**config.mk**
```make
export PLATFORM = sky130hd
export DESIGN_NAME = reg_dump_scanner
export DESIGN_NICKNAME = d
export VERILOG_FILES = /design/src/rtl/reg_dump_scanner_pkg.sv /design/src/rtl/reg_dump_scanner_period_timer.sv /design/src/rtl/reg_dump_scanner.sv
export SDC_FILE = /design/constraint.sdc
export NUM_CORES = 1
export LEC_CHECK = 0
export BUFFER_PORTS_ARGS = -buffer_cell sky130_fd_sc_hd__buf_2
export CELL_PAD_IN_SITES_DETAIL_PLACEMENT = 1
export CELL_PAD_IN_SITES_GLOBAL_PLACEMENT = 1
export CORE_UTILIZATION = 36
export DETAILED_ROUTE_END_ITERATION = 16
export MAX_ROUTING_LAYER = met4
export PLACE_DENSITY_LB_ADDON = 0.1
export SYNTH_ARGS = -nofsm -noshare
export SYNTH_HDL_FRONTEND = slang
export SYNTH_HIERARCHICAL = 1
export SYNTH_SLANG_ARGS = --single-unit
export TNS_END_PERCENT = 1
```
**constraint.sdc**
```tcl
create_clock -name clk -period 1.8 [get_ports clk]
set_input_delay 0 -clock clk [delete_from_list [all_inputs] [get_ports clk]]
set_output_delay 0 -clock clk [all_outputs]
set_load 0.01 [all_outputs]
```
**src/rtl/reg_dump_scanner_pkg.sv**
```systemverilog
// -----------------------------------------------------------------------------
// reg_dump_scanner_pkg
//   Shared definitions for the register-dump scanner and anything that decodes
//   its debug state (e.g. the UART/LED formatter downstream).
//
//   scan_state_t encodings are fixed so that a sink can decode the exported
//   state directly:
//     IDLE = 2'd0   no scan in progress
//     WAIT = 2'd1   reg_addr driven, waiting for reg_data to settle
//     SEND = 2'd2   sample word presented on the output stream
//
//   cnt_width(n) returns the width needed to hold the values 0..n-1
//   (minimum 1 bit), used for the settle and period counters.
// -----------------------------------------------------------------------------
package reg_dump_scanner_pkg;

    typedef enum logic [1:0] {
        IDLE = 2'd0,
        WAIT = 2'd1,
        SEND = 2'd2
    } scan_state_t;

    function automatic int cnt_width(input int n);
        return (n > 1) ? $clog2(n) : 1;
    endfunction

endpackage

```
**src/rtl/reg_dump_scanner_period_timer.sv**
```systemverilog
// -----------------------------------------------------------------------------
// scan_period_timer
//   Idle-time counter that requests an automatic scan. The count advances only
//   while 'run' is high, is cleared whenever a scan starts, and 'expire' is
//   raised combinationally in the cycle the count sits at AUTO_PERIOD-1.
//   With AUTO_PERIOD == 0 the counter is held at zero and 'expire' never fires.
//
// Ports
//   clk     in  1  system clock
//   rst     in  1  asynchronous active-low reset
//   run     in  1  count enable (scanner is idle)
//   clear   in  1  synchronous clear (a scan is starting)
//   expire  out 1  auto-start request
// -----------------------------------------------------------------------------
module scan_period_timer
    import reg_dump_scanner_pkg::*;
#(
    parameter int AUTO_PERIOD = 0
) (
    input  logic clk,
    input  logic rst,
    input  logic run,
    input  logic clear,
    output logic expire
);

    localparam bit ENABLED = (AUTO_PERIOD > 0);
    localparam int CNT_W   = cnt_width(AUTO_PERIOD);
    localparam logic [CNT_W-1:0] LAST = CNT_W'((AUTO_PERIOD > 0) ? AUTO_PERIOD - 1 : 0);

    logic [CNT_W-1:0] count;

    assign expire = ENABLED && run && (count == LAST);

    always_ff @(posedge clk or negedge rst) begin
        if (!rst) begin
            count <= '0;
        end else if (clear || !ENABLED) begin
            count <= '0;
        end else if (run && !expire) begin
            // Holding at LAST keeps the request up if the scanner cannot
            // start in the expiring cycle for any reason.
            count <= count + CNT_W'(1);
        end
    end

endmodule

```
**src/rtl/reg_dump_scanner.sv**
```systemverilog
// -----------------------------------------------------------------------------
// reg_dump_scanner
//   Debug read-out stage behind processor_top's register-file tap. A scan walks
//   reg_addr through 0..NUM_REGS-1, waits READ_LAT cycles for reg_data to
//   settle after each address change, and emits {addr, data} on a valid/ready
//   stream. Scans start on a 'start' pulse while idle or, when AUTO_PERIOD is
//   non-zero, AUTO_PERIOD cycles after the previous scan completed.
//
// Ports
//   clk        in   1              system clock, rising edge
//   rst        in   1              asynchronous active-low reset
//   start      in   1              scan request, dropped while busy
//   reg_addr   out  ADDR_W         to processor_top.reg_addr
//   reg_data   in   DATA_W         from processor_top.reg_data_output
//   out_data   out  ADDR_W+DATA_W  {addr, data} sample word
//   out_valid  out  1              out_data valid
//   out_ready  in   1              sink ready
//   busy       out  1              scan in progress
//   done       out  1              one-cycle pulse after the last word is taken
//   dbg_state  out  scan_state_t   current FSM state
//
// Stream handshake: a word transfers on a rising edge where out_valid and
// out_ready are both high. Once out_valid is raised, out_data and out_valid
// stay unchanged until that transfer; out_valid never depends on out_ready.
// -----------------------------------------------------------------------------
module reg_dump_scanner
    import reg_dump_scanner_pkg::*;
#(
    parameter int DATA_W      = 16,
    parameter int ADDR_W      = 4,
    parameter int NUM_REGS    = 16,
    parameter int READ_LAT    = 1,
    parameter int AUTO_PERIOD = 0
) (
    input  logic                       clk,
    input  logic                       rst,
    input  logic                       start,
    output logic [ADDR_W-1:0]          reg_addr,
    input  logic [DATA_W-1:0]          reg_data,
    output logic [ADDR_W+DATA_W-1:0]   out_data,
    output logic                       out_valid,
    input  logic                       out_ready,
    output logic                       busy,
    output logic                       done,
    output scan_state_t                dbg_state
);

    localparam int LAT_W = cnt_width(READ_LAT);
    localparam logic [LAT_W-1:0]  LAT_INIT  = LAT_W'(READ_LAT - 1);
    localparam logic [ADDR_W-1:0] LAST_ADDR = ADDR_W'(NUM_REGS - 1);

    scan_state_t                 state, state_nx;
    logic [LAT_W-1:0]            lat_cnt, lat_cnt_nx;
    logic [ADDR_W-1:0]           addr_nx;
    logic [ADDR_W+DATA_W-1:0]    data_nx;
    logic                        valid_nx;
    logic                        busy_nx;
    logic                        done_nx;

    logic                        timer_run;
    logic                        auto_fire;
    logic                        scan_go;

    // Without an auto period the timer is tied off and never counts.
    assign timer_run = (AUTO_PERIOD != 0) && (state == IDLE);

    scan_period_timer #(
        .AUTO_PERIOD (AUTO_PERIOD)
    ) u_period_timer (
        .clk    (clk),
        .rst    (rst),
        .run    (timer_run),
        .clear  (scan_go),
        .expire (auto_fire)
    );

    always_ff @(posedge clk or negedge rst) begin
        if (!rst) begin
            state     <= IDLE;
            lat_cnt   <= '0;
            reg_addr  <= '0;
            out_data  <= '0;
            out_valid <= 1'b0;
            busy      <= 1'b0;
            done      <= 1'b0;
        end else begin
            state     <= state_nx;
            lat_cnt   <= lat_cnt_nx;
            reg_addr  <= addr_nx;
            out_data  <= data_nx;
            out_valid <= valid_nx;
            busy      <= busy_nx;
            done      <= done_nx;
        end
    end

    always_comb begin
        state_nx   = state;
        lat_cnt_nx = lat_cnt;
        addr_nx    = reg_addr;
        data_nx    = out_data;
        valid_nx   = out_valid;
        busy_nx    = busy;
        done_nx    = 1'b0;
        scan_go    = 1'b0;

        case (state)
            IDLE: begin
                // reg_addr keeps its last value while idle.
                if (start || auto_fire) begin
                    scan_go    = 1'b1;
                    state_nx   = WAIT;
                    addr_nx    = '0;
                    busy_nx    = 1'b1;
                    lat_cnt_nx = LAT_INIT;
                end
            end

            WAIT: begin
                if (lat_cnt == '0) begin
                    data_nx  = {reg_addr, reg_data};
                    valid_nx = 1'b1;
                    state_nx = SEND;
                end else begin
                    lat_cnt_nx = lat_cnt - LAT_W'(1);
                end
            end

            SEND: begin
                // reg_addr is frozen here, so a stalled word always matches
                // the address still being driven to the register file.
                if (out_valid && out_ready) begin
                    valid_nx = 1'b0;
                    if (reg_addr == LAST_ADDR) begin
                        state_nx = IDLE;
                        busy_nx  = 1'b0;
                        done_nx  = 1'b1;
                    end else begin
                        addr_nx    = reg_addr + ADDR_W'(1);
                        lat_cnt_nx = LAT_INIT;
                        state_nx   = WAIT;
                    end
                end
            end

            default: begin
                state_nx = IDLE;
                busy_nx  = 1'b0;
                valid_nx = 1'b0;
            end
        endcase
    end

    assign dbg_state = state;

endmodule

```
**After elaboration in Yosys (flattened, before gate mapping)**

Index checks and enable logic that the tools add are counted.
Widths: inputs -> output; s select.

- Flip-flop bits (word level): 30
- Latch bits: 0
- Memory bits (writable): 0
- Bits in read-only memories: 0
- Output and inout port bits: 29
- Word-level logic and storage cells: 54
- Memories: 0

- Add/sub/neg operators: 2
- Multipliers: 0
- Divide/modulo/power cells: 0
- Magnitude comparators: 0
- Equal/unequal tests: 8
- Shifts and indexed selects: 0
- Mux-type cells: 24
- Bitwise operators: 3
- Reductions and logical operators: 10

Operators by type and width:

| cell | number |
|---|---|
| $mux 1 | 13 |
| $mux 4 | 3 |
| $reduce_and 4->1 | 3 |
| $ne 2x2->1 const B | 5 |
| $pmux 1 s3 | 3 |
| $pmux 4 s2 | 1 |
| $mux 2 | 3 |
| $pmux 2 s3 | 1 |
| $reduce_and 3->1 | 2 |
| $add 4x1->4 const B | 1 |
| $eq 4x4->1 const B | 1 |
| $not 1->1 | 3 |
| $reduce_bool 3->1 | 1 |
| $eq 2x1->1 const B | 1 |
| $eq 2x2->1 const B | 1 |
| $logic_not 2->1 | 1 |
| $reduce_and 2->1 | 1 |
| $reduce_bool 2->1 | 1 |
| $logic_and 1x1->1 | 1 |
| $sub 1x1->1 const B | 1 |

**Longest topological paths before layout**

Gate-level depths: netlist of run 1.

- Depth after elaboration: 4
- Mapped depth: 5
- Depth with buffers taken out: 4

**Modules after synthesis**

The synthesis of run 1 kept the hierarchy.

Modules (own cells, without submodules):

| module | instances | cells each | area each (um^2) |
|---|---|---|---|
| reg_dump_scanner | 1 | 91 | 1,219.9 |
| scan_period_timer | 1 | 2 | 11.3 |

**Worst setup path after synthesis of run 1**

No wires, ideal clock.

- Kind: flip-flop to flip-flop
- Start: register reg_addr[0]
- End: register reg_addr[1]
- Data arrival time: 1.369 ns
- Slack: 0.307 ns
- Stages on the path, launching flop included: 6
- Path buffers: 1
- Clock period less this slack: 1.493 ns
- Path through: dfrtp_1 > ha_1 > and3_1 > buf_2 > and3_1 > a211o_1

- Word-level cells in the longest chain between the ends: 4
- Elaborated cells between the ends (all ways): 7

RTL lines:

| what | RTL line | source |
|---|---|---|
| start: declaration | reg_dump_scanner.sv:38 | `output logic [ADDR_W-1:0] reg_addr,` |
| start signal: assignment | reg_dump_scanner.sv:89 | `reg_addr <= addr_nx;` |
| $add 4x1->4 | reg_dump_scanner.sv:139 | `addr_nx = reg_addr + ADDR_W'(1);` |
| $mux 4 | reg_dump_scanner.sv:134 | `if (reg_addr == LAST_ADDR) begin` |
| $mux 4 | reg_dump_scanner.sv:132 | `if (out_valid && out_ready) begin` |
| $pmux 4 s2 | reg_dump_scanner.sv:107 | `case (state)` |

Parallel ways exist; a longest one is shown, timed or not. The select of a mux whose other input is x is not followed.
A chain may end at the register's enable or synchronous reset.

**Final worst setup path of run 1**

- Start: register reg_addr[0]
- End: register busy

- Word-level cells in the longest chain between the ends: 3

RTL lines:

| what | RTL line | source |
|---|---|---|
| $eq 4x4->1 | reg_dump_scanner.sv:134 |  |
| $ne 2x2->1 (no source line) | n/a |  |
| $reduce_and 4->1 (no source line) | n/a |  |
| end signal: assignment | reg_dump_scanner.sv:92 | `busy <= busy_nx;` |
| end: declaration | reg_dump_scanner.sv:43 | `output logic busy,` |

Every way passes these cells.

==> results.json, run 1 <==
{
  "comb_power_share": 0.402,
  "grtUsageMet3": 0.0725,
  "first_pass_iters": 3,
  "cts_hold_buf": 18,
  "syn_area_um2": 1230,
  "fin_tns_setup_ps": 0,
  "status": "completed",
  "syn_avg_cell_area_um2": 13.3,
  "rsz0062_at_grt": "no",
  "regArea_um2": 726,
  "p_int_uw": 1690,
  "power_density_nw_per_um2": 1460,
  "ir_worst_vdd_uv": 673,
  "syn-num-nets": 113,
  "num_antenna_cells": 0,
  "grt_use_met1": 0.207,
  "grt_pass1_wl_um": 4540,
  "tritoncts": "done",
  "cts_setup_buffers": 0,
  "critPathArrivalTime_ps": 1750,
  "cp-start-kind": "flop",
  "grtUsageMet2": 0.297,
  "period_share": 0.856,
  "cts_resized": 0,
  "antenna_found_initial": 0,
  "crit_path_end_kind": "flop",
  "dp_hpwl_um": 1890,
  "finish.utilization": 0.558,
  "multi_input_area_um2": 462,
  "wl_per_cell_um": 13.6,
  "design_area_um2": 1760,
  "clk_path_buf_depth": 2,
  "net-switching-power_uw": 873,
  "drtAntennaViolNets": 0,
  "clockPowerShare": 0.172,
  "critPathKind": "reg2reg",
  "drtIter0Drc": 23,
  "row_count": 20,
  "drv_slew": 0,
  "gp_congestion": 0.793,
  "dieHeight_um": 60.4,
  "fillers": 347,
  "grt_max_degree": 30,
  "busiest_layer": "met2",
  "fin_cells": 205,
  "setup_viol": 0,
  "drc": 0,
  "pin_count": 49,
  "numCtsBuffers": 5,
  "holdWs_ps": 168,
  "grt_use_total": 0.183,
  "vias": 975,
  "coreArea_um2": 3150,
  "clkTransAtPathRegs_ps": 90,
  "p_sw_frac": 0.341,
  "overflow": 0,
  "fmaxAchievable_ghz": 0.649,
  "io_buffers": 48,
  "p_seq_frac": 0.426,
  "root_buffer": "clkbuf_4",
  "timing.max_cap.violations": 0,
  "die_x_um": 60.4,
  "layout-drive-gt1-share": 0.497,
  "fin_skew_ps": 7.97,
  "place_inst": 179,
  "timing.slew.headroom": 0.572,
  "cts_max_level": 2,
  "post_drt_via_cell_ratio": 4.76,
  "min_period_ps": 1540,
  "hp-class": "in2reg",
  "clock-sinks": 29,
  "dieArea_um2": 3650,
  "area_growth_pct": 43.4,
  "synth_warnings": 6,
  "synth_cells": 92,
  "grt_pass1_vias": 1021,
  "leakagePower_uw": 0.000875,
  "clock_latency_ps": 320,
  "num-nets-final": 181,
  "placed_area_um2": 1510,
  "hold_viol_final": 0,
  "path_max_fanout": 7,
  "routed_wl_um": 2790,
  "worstPathRequired_ps": 2010,
  "initial_core_util": 0.389,
  "tightest_slew_ps": 642
}
[placed cells by master, fill, tap and decap left out, types with 2 or more instances in the layout]
master	count
a211o_1	2
a211oi_1	2
a21oi_1	3
a2bb2oi_1	2
and3_1	3
buf_2	48
clkbuf_4	5
clkbuf_8	2
dfrtp_1	29
dlygate4sd3_1	18
inv_1	2
mux2_2	20
nand2b_1	2
nand3_1	2
nor2_1	2
o21ai_0	3
[through the flow]
step                worst slack, ps  total power [uW]
finish                          260              2560
global route                    130              2760
CTS                             254              2610
detailed placement              271              2120
global placement                283              2080
floorplan                       307              1720
[state kept, by name, summed over array words and instances (netlist names)]
signal / flops
reg_addr: 4
out_valid: 1
out_data: 20
dbg_state: 2
done: 1
busy: 1
[power groups by stage]
stage	sequential (uW)	combinational [uW]	clock [uW]
2_1_floorplan	1170	548	0
3_3_place_gp	1090	989	0
3_5_place_dp	1110	1020	0
4_1_cts	1100	1050	467
5_1_grt	1140	1130	494
6_report	1090	1030	442
[worst max-delay path, stage by stage (launching register included)]
cell	delay, ps
dfrtp_1	460
ha_1	250
and3_1	300
nand3_1	130
a221o_1	300
[cell type report]
class | instances | share of cell area
flip-flops and latches | 29 | 0.412
multi-input cells | 55 | 0.262
clock buffers | 7 | 0.0370
clock inverters | 1 | 0.00284
well taps | 44 | 0.0313
repair buffers | 67 | 0.250
inverters | 2 | 0.00426
[final timing paths]
check / startpoint / end / slack (ps) / depth (start not counted)
max: reg_addr[0] / busy / 260 / 4
min: start / busy / 170 / 4
max reg2reg: reg_addr[0] / busy / 260 / 4
min reg2reg: out_data[7] / out_data[7] / 510 / 1
max in group asynchronous: rst / out_data[4] / 1150 / 2
min in group asynchronous: rst / out_valid / 230 / 2
[metal layers]
metal	wire, um	share of wire
met3	203	0.073
met4	15	0.0054
met2	1380	0.49
met5	0	0
met1	1190	0.43
(Power assumes the default switching activity.)
==> inputs of run 2 (changes only) <==
--- a/config.mk
+++ b/config.mk
@@ -5,6 +5,7 @@
 export SDC_FILE = /design/constraint.sdc
 export NUM_CORES = 1
 export LEC_CHECK = 0
+export ABC_AREA = 1
 export BUFFER_PORTS_ARGS = -buffer_cell sky130_fd_sc_hd__buf_2
 export CELL_PAD_IN_SITES_DETAIL_PLACEMENT = 1
 export CELL_PAD_IN_SITES_GLOBAL_PLACEMENT = 1
==> results.json, run 2 <==
{
  "setup_viol": 0,
  "timing.slew.headroom": 0.569,
  "synth_warnings": 6,
  "area_growth_pct": 42.2,
  "dieArea_um2": 3790,
  "largest_reg_flops": 20,
  "grt_pass1_wl_um": 4490,
  "wl_met2_um": 1360,
  "dr.max_layer_used": "met4",
  "clock_latency_ps": 310,
  "status": "completed",
  "p_sw_frac": 0.358,
  "gp_congestion": 0.798,
  "multi_input_area_um2": 494,
  "crit_path_end_kind": "flop",
  "drc": 0,
  "first_pass_iters": 4,
  "post_drt_via_cell_ratio": 4.45,
  "p_seq_frac": 0.377,
  "die_x_um": 61.5,
  "io_buffers": 48,
  "slowest_stage": "dfrtp_1",
  "p_int_uw": 1870,
  "initial_core_util": 0.379,
  "leakagePower_uw": 0.000983,
  "ir_worst_vdd_uv": 854,
  "clkTransAtPathRegs_ps": 90,
  "vias": 1001,
  "worst_slack_ps": 434,
  "worstPathRequired_ps": 1990,
  "finish.utilization": 0.539,
  "syn_area_um2": 1280,
  "min_period_ps": 1370,
  "regArea_um2": 726,
  "num-nets-final": 199,
  "numCtsBuffers": 5,
  "drv_slew": 0,
  "r2r-end": "out_data[5]",
  "routed_wl_um": 2830,
  "regToRegStartpoint": "dbg_state[1]",
  "syn_avg_cell_area_um2": 11.9,
  "path_cells": "inv_2, nand2_2, buf_12, mux2_4",
  "routed-wl-met3_um": 149,
  "fmaxAchievable_ghz": 0.732,
  "critPathArrivalTime_ps": 1560,
  "cts_setup_buffers": 0,
  "clockPowerShare": 0.149,
  "hp-class": "in2reg",
  "clock-sinks": 29,
  "fin_tns_setup_ps": 0,
  "hold_viol_final": 0,
  "cp_slowest_stage_delay_ps": 440,
  "path_max_fanout": 17,
  "fillers": 402,
  "grt_max_degree": 30,
  "layout-drive-gt1-share": 0.441,
  "design_area_um2": 1810,
  "holdPathStages": 5,
  "routedLengthMet1_um": 1290,
  "fin_skew_ps": 8.43,
  "critPathKind": "reg2reg",
  "drtAntennaViolNets": 0,
  "placed_area_um2": 1560,
  "comb_power_share": 0.473,
  "pin_count": 49,
  "wl_per_cell_um": 12.6,
  "synth_cells": 107,
  "hp-start": "start",
  "root_buffer": "clkbuf_4",
  "drtIter0Drc": 26,
  "cp-start-kind": "flop",
  "worst-r2r-setup-slack_ps": 430,
  "coreArea_um2": 3360,
  "tightest_slew_ps": 646,
  "final_common_cell": "buf_2",
  "largest_register": "out_data",
  "net-switching-power_uw": 1040,
  "cts_hold_buf": 18,
  "hold_path_end": "busy",
  "timing.max_cap.violations": 0,
  "grt_pass1_vias": 984,
  "dieHeight_um": 61.5,
  "overflow": 0,
  "pre_cts_slack_ps": 458,
  "tritoncts": "done",
  "antenna_found_initial": 0,
  "dp_hpwl_um": 1940,
  "row_count": 21,
  "power_density_nw_per_um2": 1610,
  "rsz0062_at_grt": "no",
  "final_cell_mix": "buf_2 (48), dfrtp_1 (29), nand2_1 (23)",
  "syn-num-nets": 128,
  "reg2regPathDepth": 4,
  "period_share": 0.759,
  "num_antenna_cells": 0,
  "cts_resized": 0,
  "cts_max_level": 2,
  "clk_path_buf_depth": 2,
  "grt_use_total": 0.174
}
-- run 2: cell types whose count changed in the layout (fill, tap and decap cells not counted), sizes merged, moves of 2 or more --
cell,previous run,this run
nand2,1,25
nor2,2,10
inv,2,7
and3,3,0
a211o,2,0
a211oi,2,0
a2bb2oi,2,0
nand2b,2,0
nand3,3,5
nor2b,2,0
-- run 2: layout make-up --
class,count,area share
Sequential cell,29,0.400
Multi-Input combinational cell,68,0.272
Timing Repair Buffer,67,0.243
Clock buffer,7,0.0359
Tap cell,46,0.0317
Inverter,7,0.0145
Clock inverter,1,0.00276
-- run 2: layer usage --
| metal | up-vias | global-route usage |
|---|---|---|
| met3 | 4 | 0.0504 |
| met1 | 471 | 0.204 |
| met2 | 30 | 0.286 |
| li1 | 496 | - |
| met4 | 0 | 0.0571 |
| met5 | - | - |
-- run 2: worst max-delay path, delay by kind of cell, from the launching register on --
family	cells	cell delay [ps]
AND/OR/NAND/NOR	1	200
flip-flops	1	440
buffers and inverters	2	300
multiplexers	1	310
-- run 2: how the worst max path moves through the flow --
stage / startpoint / depth (start not counted) / endpoint / slack (ps)
4_1_cts: reg_addr[0] / 7 / reg_addr[3] / 440
5_1_grt: reg_addr[0] / 7 / reg_addr[3] / 310
6_report: dbg_state[1] / 4 / out_data[5] / 430
3_3_place_gp: dbg_state[1] / 4 / out_data[12] / 480
2_1_floorplan: reg_addr[0] / 7 / reg_addr[3] / 550
3_5_place_dp: reg_addr[0] / 7 / reg_addr[3] / 460
-- run 2: stage by stage --
stage	instances	total power [uW]	hold WS (ps)
2_1_floorplan	107	2030	-296
3_3_place_gp	199	2440	57.9
3_5_place_dp	199	2470	63.0
4_1_cts	225	2960	19.4
5_1_grt	225	3170	67.4
6_report	225	2920	24.6
-- run 2: power groups by stage --
stage	Sequential, uW	Clock, uW	Combinational (uW)
2_1_floorplan	1230	0	801
3_3_place_gp	1100	0	1340
3_5_place_dp	1120	0	1360
4_1_cts	1100	457	1400
5_1_grt	1140	488	1540
6_report	1100	436	1380
==> inputs of run 3 (changes only) <==
==> constraint.sdc (replaced) <==
create_clock -name clk -period 1.3 [get_ports clk]
set_input_delay 0 -clock clk [delete_from_list [all_inputs] [get_ports clk]]
set_output_delay 0 -clock clk [all_outputs]
set_load 0.01 [all_outputs]
==> results.json, run 3 (synthesis gave the netlist of run 2 again) <==
{
  "status": "completed",
  "leakagePower_uw": 0.000994,
  "p_seq_frac": 0.370,
  "path_delay_family": "flip-flops",
  "initial_core_util": 0.379,
  "pin_count": 49,
  "tightest_slew_ps": 635,
  "cts_max_level": 2,
  "antenna_found_initial": 0,
  "first_pass_iters": 4,
  "io_buffers": 48,
  "grt_max_degree": 30,
  "dieHeight_um": 61.5,
  "clk_path_buf_depth": 2,
  "final_common_cell": "buf_2",
  "dieArea_um2": 3790,
  "timing.slew.headroom": 0.577,
  "hold_viol_final": 0,
  "grt_use_total": 0.181,
  "path_max_fanout": 17,
  "cp-start-kind": "flop",
  "crit_path_end_kind": "flop",
  "path_cells": "inv_2, nand2_2, buf_12, mux2_4",
  "clockPowerShare": 0.131,
  "largest_reg_flops": 20,
  "slowest_stage": "dfrtp_1",
  "fmaxAchievable_ghz": 0.830,
  "gp_congestion": 0.764,
  "reg2regPathDepth": 4,
  "post_drt_via_cell_ratio": 4.44,
  "drtAntennaViolNets": 0,
  "fin_tns_setup_ps": 0,
  "wl_per_cell_um": 13.4,
  "root_buffer": "clkbuf_4",
  "critPathArrivalTime_ps": 1410,
  "net-switching-power_uw": 1470,
  "largest_register": "out_data",
  "setup_viol": 0,
  "layout-drive-gt1-share": 0.464,
  "power_density_nw_per_um2": 2210,
  "path_depth": 4,
  "rsz0062_at_grt": "no",
  "drv_slew": 0,
  "comb_power_share": 0.499,
  "coreArea_um2": 3360,
  "clock_latency_ps": 320,
  "num_antenna_cells": 0,
  "timing.max_cap.violations": 0,
  "grt_pass1_vias": 1007,
  "numCtsBuffers": 5,
  "routed_wl_um": 3080,
  "tritoncts": "done",
  "clkTransAtPathRegs_ps": 80,
  "num-nets-final": 204,
  "fillers": 377,
  "row_count": 21,
  "area_growth_pct": 45.0,
  "drtIter0Drc": 17,
  "min_period_ps": 1200,
  "ir_worst_vdd_uv": 1210,
  "period_share": 0.926,
  "cp_slowest_stage_delay_ps": 420,
  "pre_cts_slack_ps": 38.6,
  "hp-class": "in2async",
  "fin_skew_ps": 4.29,
  "worst_slack_ps": 95.9,
  "cp_num_buf_inv": 2,
  "clock-sinks": 29,
  "vias": 1016,
  "grt_pass1_wl_um": 4570,
  "critPathKind": "reg2reg",
  "p_sw_frac": 0.360,
  "dp_hpwl_um": 1910,
  "overflow": 0,
  "die_x_um": 61.5,
  "drc": 0,
  "worstPathRequired_ps": 1500,
  "final_cell_mix": "buf_2 (48), dfrtp_1 (28), nand2_1 (22)",
  "p_int_uw": 2620
}
## run 3: cell types whose count changed in the layout (fill, tap and decap cells not counted), sizes merged
| cell | delta |
|---|---|
| dlygate4sd3 | +1 |
| buf | +4 |
| clkinv | -1 |
## run 3: layer usage
metal  track usage  vias to the layer above  share of wire
li1              -                      497              -
met1         0.192                      483           0.42
met2         0.315                       31           0.51
met3        0.0567                        5          0.049
met4        0.0667                        0          0.018
met5             -                        -              0
## run 3: final cells by class
cell class	instances	area, um2	share of cell area
flip-flops and latches	29	727	0.393
multi-input cells	68	504	0.272
repair buffers	72	480	0.260
well taps	46	57.6	0.0311
clock buffers	7	55.1	0.0297
inverters	7	26.3	0.0142
## run 3: what timing repair did
action,CTS,global route
hold buffers,19,0
gates resized for setup,0,4
endpoints found under the hold margin,47,0
setup buffers,0,0
setup endpoints to repair,0,5
## run 3: power groups by stage
stage               Sequential [uW]  Combinational, uW  Clock [uW]
floorplan                      1710               1110           0
global placement               1500               1980           0
detailed placement             1530               1990           0
CTS                            1510               2040         568
global route                   1570               2240         607
finish                         1510               2040         536
## run 3: metrics by stage
step	hold WS (ps)	total power [uW]	area (um2)	instances	util
finish	227	4080	1850	229	0.550
global route	285	4410	1850	229	0.550
CTS	243	4130	1840	229	0.547
detailed placement	59.3	3520	1590	203	0.474
global placement	59.1	3470	1590	203	0.474
floorplan	-296	2820	1280	107	-
## run 3: path summary, 6_finish.rpt
| check | slack (ps) | end | startpoint |
|---|---|---|---|
| max | 100 | out_data[3] | dbg_state[1] |
| min in group clk | 440 | out_data[14] | reg_data[14] |
| min | 230 | out_data[11] | rst |
| min reg2reg | 490 | busy | busy |
| max in group asynchronous | 620 | dbg_state[0] | rst |
| max reg2reg | 100 | out_data[3] | dbg_state[1] |
